**src/rtl/riscv_dm_pkg.sv**
```systemverilog
// Shared DMI payload types, opcodes and the arbiter FSM encoding.
package riscv_dm_pkg;

   localparam int unsigned DMI_ADDR_WIDTH = 7;
   localparam int unsigned DMI_DATA_WIDTH = 32;
   localparam int unsigned DMI_OP_WIDTH   = 2;

   // Request opcodes
   localparam logic [DMI_OP_WIDTH-1:0] DMI_OP_NOP   = 2'd0;
   localparam logic [DMI_OP_WIDTH-1:0] DMI_OP_READ  = 2'd1;
   localparam logic [DMI_OP_WIDTH-1:0] DMI_OP_WRITE = 2'd2;

   // Response status codes
   localparam logic [DMI_OP_WIDTH-1:0] DMI_RESP_SUCCESS = 2'd0;
   localparam logic [DMI_OP_WIDTH-1:0] DMI_OP_FAILED    = 2'd2;
   localparam logic [DMI_OP_WIDTH-1:0] DMI_OP_BUSY      = 2'd3;

   typedef struct packed {
      logic [DMI_ADDR_WIDTH-1:0] addr;
      logic [DMI_DATA_WIDTH-1:0] data;
      logic [DMI_OP_WIDTH-1:0]   op;
   } dmi_req_t;

   typedef struct packed {
      logic [DMI_DATA_WIDTH-1:0] data;
      logic [DMI_OP_WIDTH-1:0]   op;
   } dmi_resp_t;

   localparam dmi_req_t DMI_REQ_ZERO =
      {{DMI_ADDR_WIDTH{1'b0}}, {DMI_DATA_WIDTH{1'b0}}, {DMI_OP_WIDTH{1'b0}}};
   localparam dmi_resp_t DMI_RESP_ZERO =
      {{DMI_DATA_WIDTH{1'b0}}, {DMI_OP_WIDTH{1'b0}}};

   typedef enum logic [1:0] {
      ST_IDLE  = 2'd0,
      ST_ISSUE = 2'd1,
      ST_WAIT  = 2'd2,
      ST_RESP  = 2'd3
   } arb_state_e;

   // Width of an index into n items; a single item still needs one bit.
   function automatic int unsigned idx_bits(input int unsigned n);
      return (n > 32'd1) ? $clog2(n) : 32'd1;
   endfunction

endpackage

```
**src/rtl/riscv_dmi_rr_arb.sv**
```systemverilog
// Combinational round-robin grant: first requester at or after ptr_i, cyclically.
module riscv_dmi_rr_arb
   import riscv_dm_pkg::*;
#(
   parameter int unsigned NUM_REQ  = 2,
   parameter int unsigned IDX_BITS = idx_bits(NUM_REQ)
) (
   input  logic [NUM_REQ-1:0]  req_i,
   input  logic [IDX_BITS-1:0] ptr_i,
   output logic [NUM_REQ-1:0]  gnt_oh_o,
   output logic [IDX_BITS-1:0] gnt_idx_o,
   output logic                gnt_valid_o
);

   logic [IDX_BITS-1:0] idx_s;

   // Scan requesters starting at the pointer and take the first one found.
   always_comb begin
      gnt_oh_o    = {NUM_REQ{1'b0}};
      gnt_idx_o   = {IDX_BITS{1'b0}};
      gnt_valid_o = 1'b0;
      idx_s       = {IDX_BITS{1'b0}};
      for (int unsigned off = 0; off < NUM_REQ; off++) begin
         idx_s = IDX_BITS'((32'(ptr_i) + off) % NUM_REQ);
         if (!gnt_valid_o && req_i[idx_s]) begin
            gnt_valid_o     = 1'b1;
            gnt_oh_o[idx_s] = 1'b1;
            gnt_idx_o       = idx_s;
         end else begin
            gnt_valid_o = gnt_valid_o;
         end
      end
   end

endmodule

```
**src/rtl/riscv_dmi_arbiter.sv**
```systemverilog
// Multi-source DMI front end: round-robin arbitration of NUM_SRC initiators
// onto one DM channel, one transaction outstanding, response routed back to
// its owner, and a stalled DM turned into a FAILED response after a timeout.
// A timed-out transaction leaves a "stale" response pending at the DM; the
// first DM response after that is swallowed before anything new is issued.
module riscv_dmi_arbiter
   import riscv_dm_pkg::*;
#(
   parameter  int unsigned NUM_SRC        = 2,
   parameter  int unsigned TIMEOUT_CYCLES = 1024,
   localparam int unsigned SRC_BITS       = idx_bits(NUM_SRC)
) (
   input  logic                clk_i,
   input  logic                rstn_i,
   input  logic [NUM_SRC-1:0]  src_req_valid_i,
   output logic [NUM_SRC-1:0]  src_req_ready_o,
   input  dmi_req_t            src_req_i [NUM_SRC],
   output logic [NUM_SRC-1:0]  src_resp_valid_o,
   input  logic [NUM_SRC-1:0]  src_resp_ready_i,
   output dmi_resp_t           src_resp_o,
   output logic                dm_req_valid_o,
   input  logic                dm_req_ready_i,
   output dmi_req_t            dm_req_o,
   input  logic                dm_resp_valid_i,
   output logic                dm_resp_ready_o,
   input  dmi_resp_t           dm_resp_i,
   output logic                busy_o,
   output logic [SRC_BITS-1:0] owner_o,
   output logic                timeout_o,
   input  logic                timeout_clr_i
);

   localparam bit          TO_EN = (TIMEOUT_CYCLES != 32'd0);
   localparam int unsigned CNT_W = (TIMEOUT_CYCLES > 32'd1) ? $clog2(TIMEOUT_CYCLES) : 32'd1;
   localparam logic [CNT_W-1:0] CNT_LAST =
      CNT_W'((TIMEOUT_CYCLES > 32'd0) ? (TIMEOUT_CYCLES - 32'd1) : 32'd0);
   localparam logic [SRC_BITS-1:0] SRC_LAST = SRC_BITS'(NUM_SRC - 32'd1);

   arb_state_e          state_q, state_d;
   logic [SRC_BITS-1:0] ptr_q, ptr_d;
   logic [SRC_BITS-1:0] owner_q, owner_d;
   dmi_req_t            dm_req_q, dm_req_d;
   dmi_resp_t           src_resp_q, src_resp_d;
   logic [CNT_W-1:0]    cnt_q, cnt_d;
   logic                stale_q, stale_d;
   logic                timeout_q, timeout_d;
   logic                timeout_set_s;

   logic [NUM_SRC-1:0]  gnt_oh_s;
   logic [SRC_BITS-1:0] gnt_idx_s;
   logic                gnt_valid_s;

   riscv_dmi_rr_arb #(
      .NUM_REQ  (NUM_SRC),
      .IDX_BITS (SRC_BITS)
   ) u_rr_arb (
      .req_i       (src_req_valid_i),
      .ptr_i       (ptr_q),
      .gnt_oh_o    (gnt_oh_s),
      .gnt_idx_o   (gnt_idx_s),
      .gnt_valid_o (gnt_valid_s)
   );

   // Next-state, payload capture, timeout counting and stale tracking.
   always_comb begin
      state_d         = state_q;
      ptr_d           = ptr_q;
      owner_d         = owner_q;
      dm_req_d        = dm_req_q;
      src_resp_d      = src_resp_q;
      cnt_d           = cnt_q;
      stale_d         = stale_q;
      timeout_set_s   = 1'b0;
      src_req_ready_o = {NUM_SRC{1'b0}};
      case (state_q)
         ST_IDLE: begin
            if (gnt_valid_s) begin
               src_req_ready_o = gnt_oh_s;
               dm_req_d        = src_req_i[gnt_idx_s];
               owner_d         = gnt_idx_s;
               state_d         = ST_ISSUE;
            end else begin
               state_d = ST_IDLE;
            end
         end
         ST_ISSUE: begin
            // Nothing goes to the DM while its previous answer is still owed.
            if (!stale_q && dm_req_ready_i) begin
               cnt_d   = {CNT_W{1'b0}};
               state_d = ST_WAIT;
            end else begin
               state_d = ST_ISSUE;
            end
         end
         ST_WAIT: begin
            // A real response beats an expiry landing in the same cycle.
            if (dm_resp_valid_i) begin
               src_resp_d = dm_resp_i;
               state_d    = ST_RESP;
            end else if (TO_EN && (cnt_q == CNT_LAST)) begin
               src_resp_d    = {{DMI_DATA_WIDTH{1'b0}}, DMI_OP_FAILED};
               timeout_set_s = 1'b1;
               stale_d       = 1'b1;
               state_d       = ST_RESP;
            end else if (TO_EN) begin
               cnt_d = cnt_q + CNT_W'(1);
            end else begin
               cnt_d = cnt_q;
            end
         end
         ST_RESP: begin
            if (src_resp_ready_i[owner_q]) begin
               ptr_d   = (owner_q == SRC_LAST) ? {SRC_BITS{1'b0}} : (owner_q + SRC_BITS'(1));
               state_d = ST_IDLE;
            end else begin
               state_d = ST_RESP;
            end
         end
         default: begin
            state_d = ST_IDLE;
         end
      endcase
      // Stale is only ever set from WAIT, so clearing elsewhere cannot collide.
      if (stale_q && dm_resp_valid_i && (state_q != ST_WAIT)) begin
         stale_d = 1'b0;
      end else begin
         stale_d = stale_d;
      end
   end

   // Sticky timeout flag: a new timeout takes priority over a clear.
   always_comb begin
      if (timeout_set_s) begin
         timeout_d = 1'b1;
      end else if (timeout_clr_i) begin
         timeout_d = 1'b0;
      end else begin
         timeout_d = timeout_q;
      end
   end

   // State and payload registers.
   always_ff @(posedge clk_i or negedge rstn_i) begin
      if (!rstn_i) begin
         state_q    <= ST_IDLE;
         ptr_q      <= {SRC_BITS{1'b0}};
         owner_q    <= {SRC_BITS{1'b0}};
         dm_req_q   <= DMI_REQ_ZERO;
         src_resp_q <= DMI_RESP_ZERO;
         cnt_q      <= {CNT_W{1'b0}};
         stale_q    <= 1'b0;
         timeout_q  <= 1'b0;
      end else begin
         state_q    <= state_d;
         ptr_q      <= ptr_d;
         owner_q    <= owner_d;
         dm_req_q   <= dm_req_d;
         src_resp_q <= src_resp_d;
         cnt_q      <= cnt_d;
         stale_q    <= stale_d;
         timeout_q  <= timeout_d;
      end
   end

   // Route the response valid to the owning source only.
   always_comb begin
      src_resp_valid_o = {NUM_SRC{1'b0}};
      if (state_q == ST_RESP) begin
         src_resp_valid_o[owner_q] = 1'b1;
      end else begin
         src_resp_valid_o = {NUM_SRC{1'b0}};
      end
   end

   assign dm_req_valid_o  = (state_q == ST_ISSUE) && !stale_q;
   assign dm_resp_ready_o = (state_q == ST_WAIT) || stale_q;
   assign busy_o          = (state_q != ST_IDLE);
   assign owner_o         = owner_q;
   assign dm_req_o        = dm_req_q;
   assign src_resp_o      = src_resp_q;
   assign timeout_o       = timeout_q;

endmodule

```
**config.mk**
```make
export PLATFORM = sky130hd
export DESIGN_NAME = riscv_dmi_arbiter
export DESIGN_NICKNAME = d
export VERILOG_FILES = /design/src/rtl/riscv_dm_pkg.sv /design/src/rtl/riscv_dmi_rr_arb.sv /design/src/rtl/riscv_dmi_arbiter.sv
export SDC_FILE = /design/constraint.sdc
export NUM_CORES = 1
export LEC_CHECK = 0
export CAP_MARGIN = 15
export CORE_ASPECT_RATIO = 1.25
export CORE_UTILIZATION = 43
export DETAILED_ROUTE_END_ITERATION = 8
export GPL_TIMING_DRIVEN = 1
export PLACE_DENSITY_LB_ADDON = 0.3
export REMOVE_ABC_BUFFERS = 1
export SLEW_MARGIN = 20
export SYNTH_ARGS = -nofsm -noshare
export SYNTH_HDL_FRONTEND = slang
export SYNTH_SLANG_ARGS = --single-unit
```
**constraint.sdc**
```tcl
create_clock -name clk_i -period 4.5 [get_ports clk_i]
set_clock_uncertainty 0.15 [all_clocks]
set_input_delay 1.35 -clock clk_i [delete_from_list [all_inputs] [get_ports clk_i]]
set_output_delay 1.35 -clock clk_i [all_outputs]
set_load 0.02 [all_outputs]
```
-- Word-level counts from Yosys, hierarchy flattened
Cells that the tools add are included.
- flip-flop bits (word level): 91
- output and inout bits: 84
- word-level logic and storage cells: 102
- $add $sub $neg: 3
- magnitude comparators: 7
- equality and inequality tests: 10
- multiplexer cells: 46
- bitwise gates (word level): 2
- reductions and logical operators: 23
- operators with widths (operator ; number):
    $mux W41 ; 3
    $mux W34 ; 2
    $mux W10 ; 3
    $mux W1 ; 24
    $pmux W10 S2 ; 1
    $mux W2 ; 9
    $reduce_bool A2 Y1 ; 6
    $add A10 B1 Y10 const B ; 1
    $eq A10 B10 Y1 const B ; 1
    $logic_and A1 B1 Y1 ; 8
    $ne A2 B2 Y1 const B ; 4
    $pmux W2 S4 ; 1
    $lt A1 B2 Y1 const B ; 3
    $reduce_and A2 Y1 ; 3
    $eq A2 B2 Y1 const B ; 2
    $reduce_and A4 Y1 ; 1
    $demux W1 S1 ; 3
    $ge A1 B1 Y1 const B ; 3
    $ne A3 B3 Y1 const B ; 1
    $reduce_and A3 Y1 ; 1
    $add A1 B1 Y1 const B ; 2
    $eq A2 B1 Y1 const B ; 1
    $ge A2 B2 Y1 const B ; 1
    $logic_not A1 Y1 ; 2
    other kinds (5) ; 5

-- Longest topological paths before layout
Gate-level depths: netlist of the first run.
- depth after elaboration: 10
- mapped depth: 7
- depth with buffers taken out: 5

-- Cells and area by module
A second synthesis of the first run with hierarchy kept.
- cells, all modules: 371
- area, all modules: 4098.9 µm²
- by module, submodules not included (module ; times used ; cells each ; area each (µm²) ; seq. area each (µm²)):
    riscv_dmi_arbiter ; 1 ; 366 ; 4066.4 ; 2277.2
    riscv_dmi_rr_arb ; 1 ; 5 ; 32.5 ; 0.0

-- Worst setup path before layout of the first run
No wires, ideal clock.
- kind: input to output
- start: input port src_req_valid_i[0]
- end: output port src_req_ready_o[1]
- arrival time: 2.122 ns
- required time: 3.000 ns
- setup slack: 0.878 ns
- cell stages on the path: 5
- cells stage by stage: inv_1 > o21ai_0 > buf_2 > buf_2 > nor2_1
- cells in the longest elaborated chain, start to end: 8
- elaborated cells on any way between the ends: 13
- those cells by class: mux: 10; bitwise: 1; reduce/logical: 2
- RTL lines (item ; RTL line ; RTL):
    start: declaration ; riscv_dmi_arbiter.sv:15 ; input logic [NUM_SRC-1:0] src_req_valid_i,
    $mux W1 (implied by the code) (2 in a row) ; riscv_dmi_rr_arb.sv:25 ; if (!gnt_valid_o && req_i[idx_s]) begin
    $mux W1 ; riscv_dmi_rr_arb.sv:25 ;
    $logic_not A1 Y1 ; riscv_dmi_rr_arb.sv:25 ;
    $logic_and A1 B1 Y1 ; riscv_dmi_rr_arb.sv:25 ;
    $mux W2 or $mux W1 (tied branches) ; riscv_dmi_rr_arb.sv:25 ;
    $mux W2 (*) ; riscv_dmi_arbiter.sv:77 ; if (gnt_valid_s) begin
    $mux W2 (*) ; riscv_dmi_arbiter.sv:75 ; case (state_q)
    end: declaration ; riscv_dmi_arbiter.sv:16 ; output logic [NUM_SRC-1:0] src_req_ready_o,
Every way passes the cells marked *; elsewhere a longest branch is shown, timed or not. The select of a mux whose other input is x is not followed.

-- Worst setup path in the final report of the first run
- start: input port src_req_valid_i[0]
- end: output port src_req_ready_o[0]
The elaborated chain is that of the path after synthesis.

==> impl_metrics.json, run 1 <==
{
  "outcome": "finished clean",
  "num_rows": 38,
  "hold_depth": 1,
  "fin_nets": 690,
  "worst_pin_slew_ns": 0.740,
  "worst-path-max-fanout": 2,
  "critPathKind": "primary input to output port",
  "dpl.hpwl_um": 8840,
  "rrSetupSlack_ns": 2.11,
  "finalWorstSetupSlack_ns": 0.279,
  "synth_warnings": 0,
  "detailroute.via_count": 3586,
  "synth_seq_area_share_pct": 57.0,
  "tns_ns": 0,
  "postCtsHoldBufs": 0,
  "grt_pass1_wl_um": 17200,
  "cts.sinks": 91,
  "place_ws_ns": 0.266,
  "async_reset_ff_share_pct": 100,
  "maxSlewHeadroom_pct": 50.7,
  "hold_start": "src_resp_o[22]",
  "reg2reg_to": "src_resp_o[15]",
  "power_uw": 4000,
  "n_antenna_cell": 0,
  "multi_input_area_um2": 1590,
  "required_ns": 3.00,
  "drt_iter0_markers": 171,
  "post-route-cell-area_um2": 6350,
  "power_switching_uw": 1600,
  "cts_buffer_depth": 2,
  "grt_pass1_vias": 3499,
  "cts_buffers": 9,
  "die-width_um": 88.2,
  "fmax_mhz": 237,
  "placed_area_um2": 6180,
  "synth_edf_count": 0,
  "slew_violations": 0,
  "postCtsSetupBuffers": 0,
  "combPwrFrac_pct": 52.0,
  "utilization_pct": 71.8,
  "setup_viol": 0,
  "wire_per_inst_um": 16.6,
  "gr-total-overflow": 0,
  "drive_gt1_share_pct": 5.80,
  "rr_worst_depth": 4,
  "place.gp.congestion": 0.907,
  "grtUsageTotal_pct": 23.4,
  "fin_crit_ns": 4.22,
  "ios": 209,
  "power_frac_seq_pct": 35.8,
  "cts_tree": "yes",
  "antenna_found_initial": 0,
  "clk_latency_ns": 0.35,
  "p_per_area_nw_per_um2": 629,
  "synth_ff_type": "dfrtp_1",
  "hold_class": "flop to flop",
  "critPathCaptureType": "output port",
  "fill_cells": 666,
  "finalCritPeriodShare_pct": 93.8,
  "rsz0062_at_grt": "no",
  "clock_power_share_pct": 12.3,
  "clk_pin_slew_ns": 0.09,
  "first_pass_iters": 4,
  "netlist_area_um2": 3990,
  "maxCapViolCount": 0,
  "swShare_pct": 40.0,
  "drc": 0,
  "die_h_um": 110,
  "syn2layout_area_growth_pct": 59.1,
  "vdd_ir_drop_max_uv": 396,
  "arrival_ns": 2.72,
  "synth_cell_types": 40,
  "core_um2": 8840,
  "routed_wl_um": 11500,
  "die_area_um2": 9680,
  "seqCellArea_um2": 2280,
  "intPower_uw": 2400,
  "cts_htree_levels": 3,
  "grt_max_degree": 60,
  "synth_cells": 362,
  "finalHoldViolations": 0,
  "ys_seq_elements": 91,
  "route.antenna.remaining_nets": 0,
  "crit_path_start_kind": "primary input",
  "cts_resized": 0,
  "power.leakage_uw": 0.00282,
  "whs_endpoint": "src_resp_o[22]",
  "cts_root_buffer": "clkbuf_8",
  "syn_area_per_cell_um2": 11.0,
  "rr_startpoint": "state_q[1]",
  "io_buffers": 208,
  "viasPerCell": 5.20,
  "start_util_pct": 45.1
}
[worst max-delay path by stage]
stage | endpoint | cells after the start | startpoint
finish | src_req_ready_o[0] | 4 | src_req_valid_i[0]
detailed placement | src_req_ready_o[0] | 4 | src_req_valid_i[0]
global route | src_req_ready_o[0] | 4 | src_req_valid_i[0]
global placement | src_req_ready_o[0] | 4 | src_req_valid_i[0]
floorplan | src_req_ready_o[1] | 3 | src_req_valid_i[0]
CTS | src_req_ready_o[0] | 4 | src_req_valid_i[0]
[power by group through the flow]
stage | registers [µW] | logic (µW) | clock network, µW
after floorplan | 1810 | 683 | 0
after global placement | 1420 | 2040 | 0
after detailed placement | 1440 | 2100 | 0
after CTS | 1430 | 2100 | 507
after global routing | 1470 | 2230 | 540
final | 1430 | 2080 | 490
[synthesized netlist by cell type (4+ instances only)]
cell / count / area share [%]
dfrtp_1: 91 / 57
nor2_1: 50 / 4.7
a21oi_1: 46 / 5.8
mux2i_1: 42 / 11
a22o_1: 33 / 7.2
buf_2: 16 / 2.0
nand2_1: 11 / 1.0
o21ai_0: 7 / 0.88
inv_1: 6 / 0.56
nand3_1: 5 / 0.63
buf_1: 4 / 0.38
nor3_1: 4 / 0.50
[registers in the layout, summed over array words and instances (netlist names)]
name,cells
dm_req_o,41
src_resp_o,34
cnt_q,10
state_q,2
owner_o,1
ptr_q,1
stale_q,1
timeout_o,1
[per-layer routing]
metal | global-route usage (%) | up-vias | part of all wire (%)
met3 | 6.23 | 17 | 8.9
met5 | 0 | - | 0
met2 | 40.9 | 163 | 50
li1 | - | 1705 | -
met4 | 9.79 | 0 | 2.2
met1 | 26.9 | 1701 | 39
[stage by stage]
stage          cells  hold WS (ns)
2_1_floorplan    338         0.323
3_5_place_dp     673         0.331
4_1_cts          689         0.361
5_1_grt          689         0.368
6_report         689         0.355
3_3_place_gp     673         0.333
[worst max-delay path, cell delays in order]
cell             delay [ns]
clkdlybuf4s50_1        0.48
inv_1                  0.08
a211oi_1               0.16
clkdlybuf4s50_1        0.64
[cell type report]
class	count	area share, %
flip-flops and latches	91	35.8
multi-input cells	240	25.0
clock inverters	7	0.827
repair buffers	215	33.6
well taps	120	2.36
clock buffers	9	1.95
inverters	7	0.414
[cells in the final DEF (no fill, tap or decap), types with 2 or more instances in the layout]
| cell type | instances |
|---|---|
| clkdlybuf4s50_1 | 207 |
| dfrtp_1 | 91 |
| nor2_1 | 50 |
| a21oi_1 | 46 |
| mux2i_1 | 42 |
| a22o_1 | 33 |
| nand2_1 | 11 |
| clkbuf_8 | 9 |
| buf_4 | 8 |
| inv_1 | 6 |
| o21ai_0 | 6 |
| nand3_1 | 5 |
| nor3_1 | 4 |
| nand2b_1 | 3 |
| a31oi_1 | 3 |
| and2_1 | 3 |
| nand4_1 | 3 |
| a221o_1 | 3 |
| o211ai_1 | 3 |
| clkinv_4 | 3 |
| o22ai_1 | 2 |
| nor2b_1 | 2 |
| and3_1 | 2 |
| o41ai_1 | 2 |
| a21o_1 | 2 |
| clkinv_2 | 2 |
[kinds of logic (layout without fill, tap and decap cells)]
kind of cell,after synthesis,after routing,share of synthesized area (%)
adder cells (fa/ha/maj),1,1,0.313
multiplexers,43,43,10.8
AO/OA/AOI/OAI,106,106,17.9
flip-flops,91,91,57.0
buffers and inverters,31,238,3.51
AND/OR/NAND/NOR,90,90,10.4
(Power assumes the default switching activity.)
==> run 2: changes to the inputs <==
==> constraint.sdc (replaced) <==
create_clock -name clk_i -period 4.5 [get_ports clk_i]
set_clock_uncertainty 0.15 [all_clocks]
set_input_delay 0.9 -clock clk_i [delete_from_list [all_inputs] [get_ports clk_i]]
set_output_delay 0.9 -clock clk_i [all_outputs]
set_load 0.02 [all_outputs]
==> impl_metrics.json, run 2 (synthesis gave the netlist of run 1 again) <==
{
  "outcome": "finished clean",
  "cts_root_buffer": "clkbuf_8",
  "route.antenna.remaining_nets": 0,
  "finalHoldViolations": 0,
  "tns_ns": 0,
  "worst-path-max-fanout": 2,
  "rsz0062_at_grt": "no",
  "wire_per_inst_um": 16.7,
  "place.gp.congestion": 0.907,
  "largest_reg_flops": 41,
  "slew_violations": 0,
  "post-route-cell-area_um2": 6380,
  "n_antenna_cell": 0,
  "vdd_ir_drop_max_uv": 354,
  "fin_crit_ns": 3.34,
  "die_area_um2": 9680,
  "drc": 0,
  "io_buffers": 208,
  "critPathCaptureType": "output port",
  "fin_nets": 688,
  "power.leakage_uw": 0.00283,
  "gr-total-overflow": 0,
  "cts_resized": 0,
  "finalCritPeriodShare_pct": 74.3,
  "die-width_um": 88.2,
  "fmax_mhz": 299,
  "final_cell_mix": "clkdlybuf4s50_1 (207), dfrtp_1 (91), nor2_1 (50), a21oi_1 (46), mux2i_1 (42)",
  "grt_pass1_vias": 3460,
  "dpl.hpwl_um": 8730,
  "rr_worst_depth": 5,
  "hold_class": "flop to flop",
  "postCtsSetupBuffers": 0,
  "core_um2": 8840,
  "ios": 209,
  "crit_path_start_kind": "primary input",
  "drive_gt1_share_pct": 5.11,
  "first_pass_iters": 5,
  "cts_tree": "yes",
  "arrival_ns": 2.29,
  "final_common_cell": "clkdlybuf4s50_1",
  "antenna_found_initial": 0,
  "critPathKind": "primary input to output port",
  "clk_latency_ns": 0.36,
  "drt_iter0_markers": 199,
  "worst_pin_slew_ns": 0.849,
  "start_util_pct": 45.1,
  "p_per_area_nw_per_um2": 642,
  "postCtsHoldBufs": 0,
  "cts_buffers": 9,
  "clk_pin_slew_ns": 0.08,
  "fin_hold_ws_ns": 0.353,
  "viasPerCell": 5.19,
  "grt_pass1_wl_um": 17200,
  "cts_buffer_depth": 2,
  "placed_area_um2": 6160,
  "syn2layout_area_growth_pct": 59.8,
  "utilization_pct": 72.2,
  "maxCapViolCount": 0,
  "grtUsageTotal_pct": 23.8,
  "hold_depth": 1,
  "required_ns": 3.45,
  "setup_viol": 0,
  "routed_wl_um": 11500,
  "cts_htree_levels": 3,
  "cts.sinks": 91,
  "die_h_um": 110,
  "grt_max_degree": 69,
  "detailroute.via_count": 3564,
  "maxSlewHeadroom_pct": 43.4,
  "num_rows": 38
}
run 2: cell count changes in the layout (fill, tap and decap cells not counted), sizes merged:
cell      previous run  this run
clkbuf               9        12
clkinv               5         2
buf                  8         6
bufinv               0         2
clkinvlp             1         0
inv                  8         7
run 2: cell type report:
class	count	area [µm²]
well taps	120	150
multi-input cells	240	1590
inverters	7	26.3
repair buffers	213	2120
clock buffers	12	145
fillers	647	2460
flip-flops and latches	91	2280
clock inverters	4	73.8
run 2: stage by stage:
stage	power (µW)	instances	setup slack, ns
2_1_floorplan	2490	338	-2.42
3_3_place_gp	3450	671	1.19
3_5_place_dp	3510	671	1.16
4_1_cts	4130	687	1.15
5_1_grt	4340	687	1.11
6_report	4100	687	1.16
run 2: final timing paths:
| kind | slack, ns | end | from |
|---|---|---|---|
| setup / recovery | 1.16 | src_req_ready_o[0] | src_req_valid_i[0] |
| hold reg to reg | 0.35 | src_resp_o[7] | src_resp_o[7] |
| max in group asynchronous | 2.84 | dm_req_o[16] | rstn_i |
| setup reg to reg | 2.22 | dm_req_o[17] | state_q[1] |
| hold / removal | 0.35 | src_resp_o[7] | src_resp_o[7] |
| min in group asynchronous | 0.49 | dm_req_o[4] | rstn_i |
run 2: report_power, final:
group	internal [µW]	switching (µW)
logic	1010	1060
registers	1180	239
clock network	329	278
total	2520	1580
run 2: metal layers:
layer	up-vias	GRT usage (%)	wire [µm]	share of wire, %
met5	-	0	0	0
met4	0	10.8	384	3.3
met3	26	7.06	1080	9.4
met2	159	40.7	5670	49
met1	1670	27.1	4370	38
li1	1709	-	-	-
run 2: critical path: stages:
cell	delay (ns)
clkdlybuf4s50_1	0.48
inv_1	0.09
a211oi_1	0.17
clkdlybuf4s50_1	0.65
==> run 3: changes to the inputs <==
- CORE_UTILIZATION: 43 -> 40
- clock period: 4.5 -> 3.2 ns (I/O delays scaled with it)
==> impl_metrics.json, run 3 (synthesis gave the netlist of run 1 again) <==
{
  "outcome": "finished clean",
  "syn2layout_area_growth_pct": 62.6,
  "combPwrFrac_pct": 49.1,
  "io_buffers": 208,
  "fin_crit_ns": 2.80,
  "power_switching_uw": 2240,
  "clk_pin_slew_ns": 0.06,
  "arrival_ns": 2.01,
  "detailroute.via_count": 3553,
  "grt_pass1_vias": 3409,
  "cts_buffers": 9,
  "required_ns": 2.41,
  "die_area_um2": 10400,
  "grtUsageTotal_pct": 21.8,
  "finalWorstSetupSlack_ns": 0.398,
  "intPower_uw": 3720,
  "routed_wl_um": 11400,
  "num_rows": 40,
  "postCtsHoldBufs": 0,
  "wire_per_inst_um": 16.4,
  "worst_pin_slew_ns": 0.710,
  "maxSlewHeadroom_pct": 52.7,
  "power.leakage_uw": 0.00288,
  "cts_htree_levels": 3,
  "finalCritPeriodShare_pct": 87.6,
  "final_cell_mix": "clkdlybuf4s50_1 (207), dfrtp_1 (91), nor2_1 (50), a21oi_1 (46), mux2i_1 (42)",
  "drt_iter0_markers": 145,
  "power_uw": 5960,
  "postCtsSetupBuffers": 0,
  "critPathCaptureType": "output port",
  "maxCapViolCount": 0,
  "rr_startpoint": "cnt_q[0]",
  "cts_tree": "yes",
  "worst-path-max-fanout": 2,
  "cpPeakStageDelay_ns": 0.63,
  "first_pass_iters": 4,
  "start_util_pct": 41.3,
  "fmax_mhz": 357,
  "cts_buffer_depth": 2,
  "cts_root_buffer": "clkbuf_16",
  "setup_viol": 0,
  "final_common_cell": "clkdlybuf4s50_1",
  "drive_gt1_share_pct": 5.63,
  "core_um2": 9660,
  "rr_worst_depth": 6,
  "drc": 0,
  "crit_top_cell": "clkdlybuf4s50_1",
  "swShare_pct": 37.6,
  "cts.sinks": 91,
  "largest_reg_flops": 41,
  "path_cells": "clkdlybuf4s50_1, inv_1, a211oi_1, clkdlybuf4s50_1",
  "p_per_area_nw_per_um2": 918,
  "place.gp.congestion": 0.874,
  "grt_max_degree": 53,
  "post-route-cell-area_um2": 6490,
  "cts_resized": 0,
  "critPathBufInv": 3,
  "dpl.hpwl_um": 8370,
  "utilization_pct": 67.2,
  "grt_pass1_wl_um": 17400,
  "die_h_um": 114,
  "rsz0062_at_grt": "no",
  "finalHoldViolations": 0,
  "crit_path_start_kind": "primary input",
  "clk_latency_ns": 0.33,
  "reg2reg_to": "src_resp_o[26]",
  "hold_class": "primary input to asynchronous set/reset pin",
  "ios": 209,
  "viasPerCell": 5.12,
  "vdd_ir_drop_max_uv": 458,
  "placed_area_um2": 6200,
  "place_ws_ns": 0.398,
  "cp_slowest_cell": "clkdlybuf4s50_1",
  "power_frac_seq_pct": 33.5,
  "gr-total-overflow": 0,
  "rrSetupSlack_ns": 1.23,
  "critPathKind": "primary input to output port",
  "antenna_found_initial": 0,
  "route.antenna.remaining_nets": 0,
  "n_antenna_cell": 0,
  "fin_nets": 690,
  "die-width_um": 91.4,
  "clock_power_share_pct": 17.4,
  "critPathTopFamily": "buffers and inverters",
  "slew_violations": 0
}
[run 3: cell count changes in the layout (fill, tap and decap cells not counted)]
cell       delta
bufinv_16     -1
clkbuf_1      -2
clkbuf_16     +9
clkbuf_8      -9
buf_12        +1
buf_4         +1
clkinv_2      +2
[run 3: through the flow]
step / std cells / hold slack (ns) / TNS, ns
final: 694 / 0.127 / 0
after global placement: 679 / 0.333 / 0
after global routing: 694 / 0.157 / 0
after floorplan: 338 / 0.194 / -111.34
after detailed placement: 679 / 0.334 / 0
after CTS: 694 / 0.138 / 0
[run 3: area by class of cell]
type / count / area, µm²
clock buffer: 10 / 239
clock inverter: 5 / 53.8
fill: 740 / 3170
inverter: 7 / 26.3
multi-input combinational: 240 / 1590
sequential: 91 / 2280
tap: 126 / 158
timing repair buffer: 215 / 2140
[run 3: routing by layer]
layer,share of wire [%],GRT usage [%],wire length [µm],vias to the layer above
met5,0,0,0,-
met2,50,37.6,5630,160
li1,-,-,-,1707
met1,41,26.3,4700,1670
met4,1.8,8.15,210,0
met3,7.1,5.87,809,16
[run 3: power by group through the flow]
stage | logic [µW] | registers [µW] | clock network, µW
6_report | 2920 | 2000 | 1040
5_1_grt | 3120 | 2060 | 1110
4_1_cts | 2950 | 2000 | 1070
3_5_place_dp | 2940 | 2010 | 0
3_3_place_gp | 2880 | 1990 | 0
2_1_floorplan | 960 | 2540 | 0
[run 3: worst max path at each step]
stage / start / end / cells after the start
after floorplan: src_req_valid_i[0] / src_req_ready_o[1] / 3
after global placement: src_req_valid_i[0] / src_req_ready_o[0] / 4
after detailed placement: src_req_valid_i[0] / src_req_ready_o[0] / 4
after CTS: src_req_valid_i[0] / src_req_ready_o[0] / 4
after global routing: src_req_valid_i[0] / src_req_ready_o[0] / 4
final: src_req_valid_i[0] / src_req_ready_o[0] / 4
[run 3: worst register-to-register path: stages, from the launching register on]
cell	delay [ns]
dfrtp_1	0.38
ha_1	0.23
nand3_1	0.24
nor3_1	0.30
o21ai_2	0.07
buf_4	0.24
a22o_1	0.24
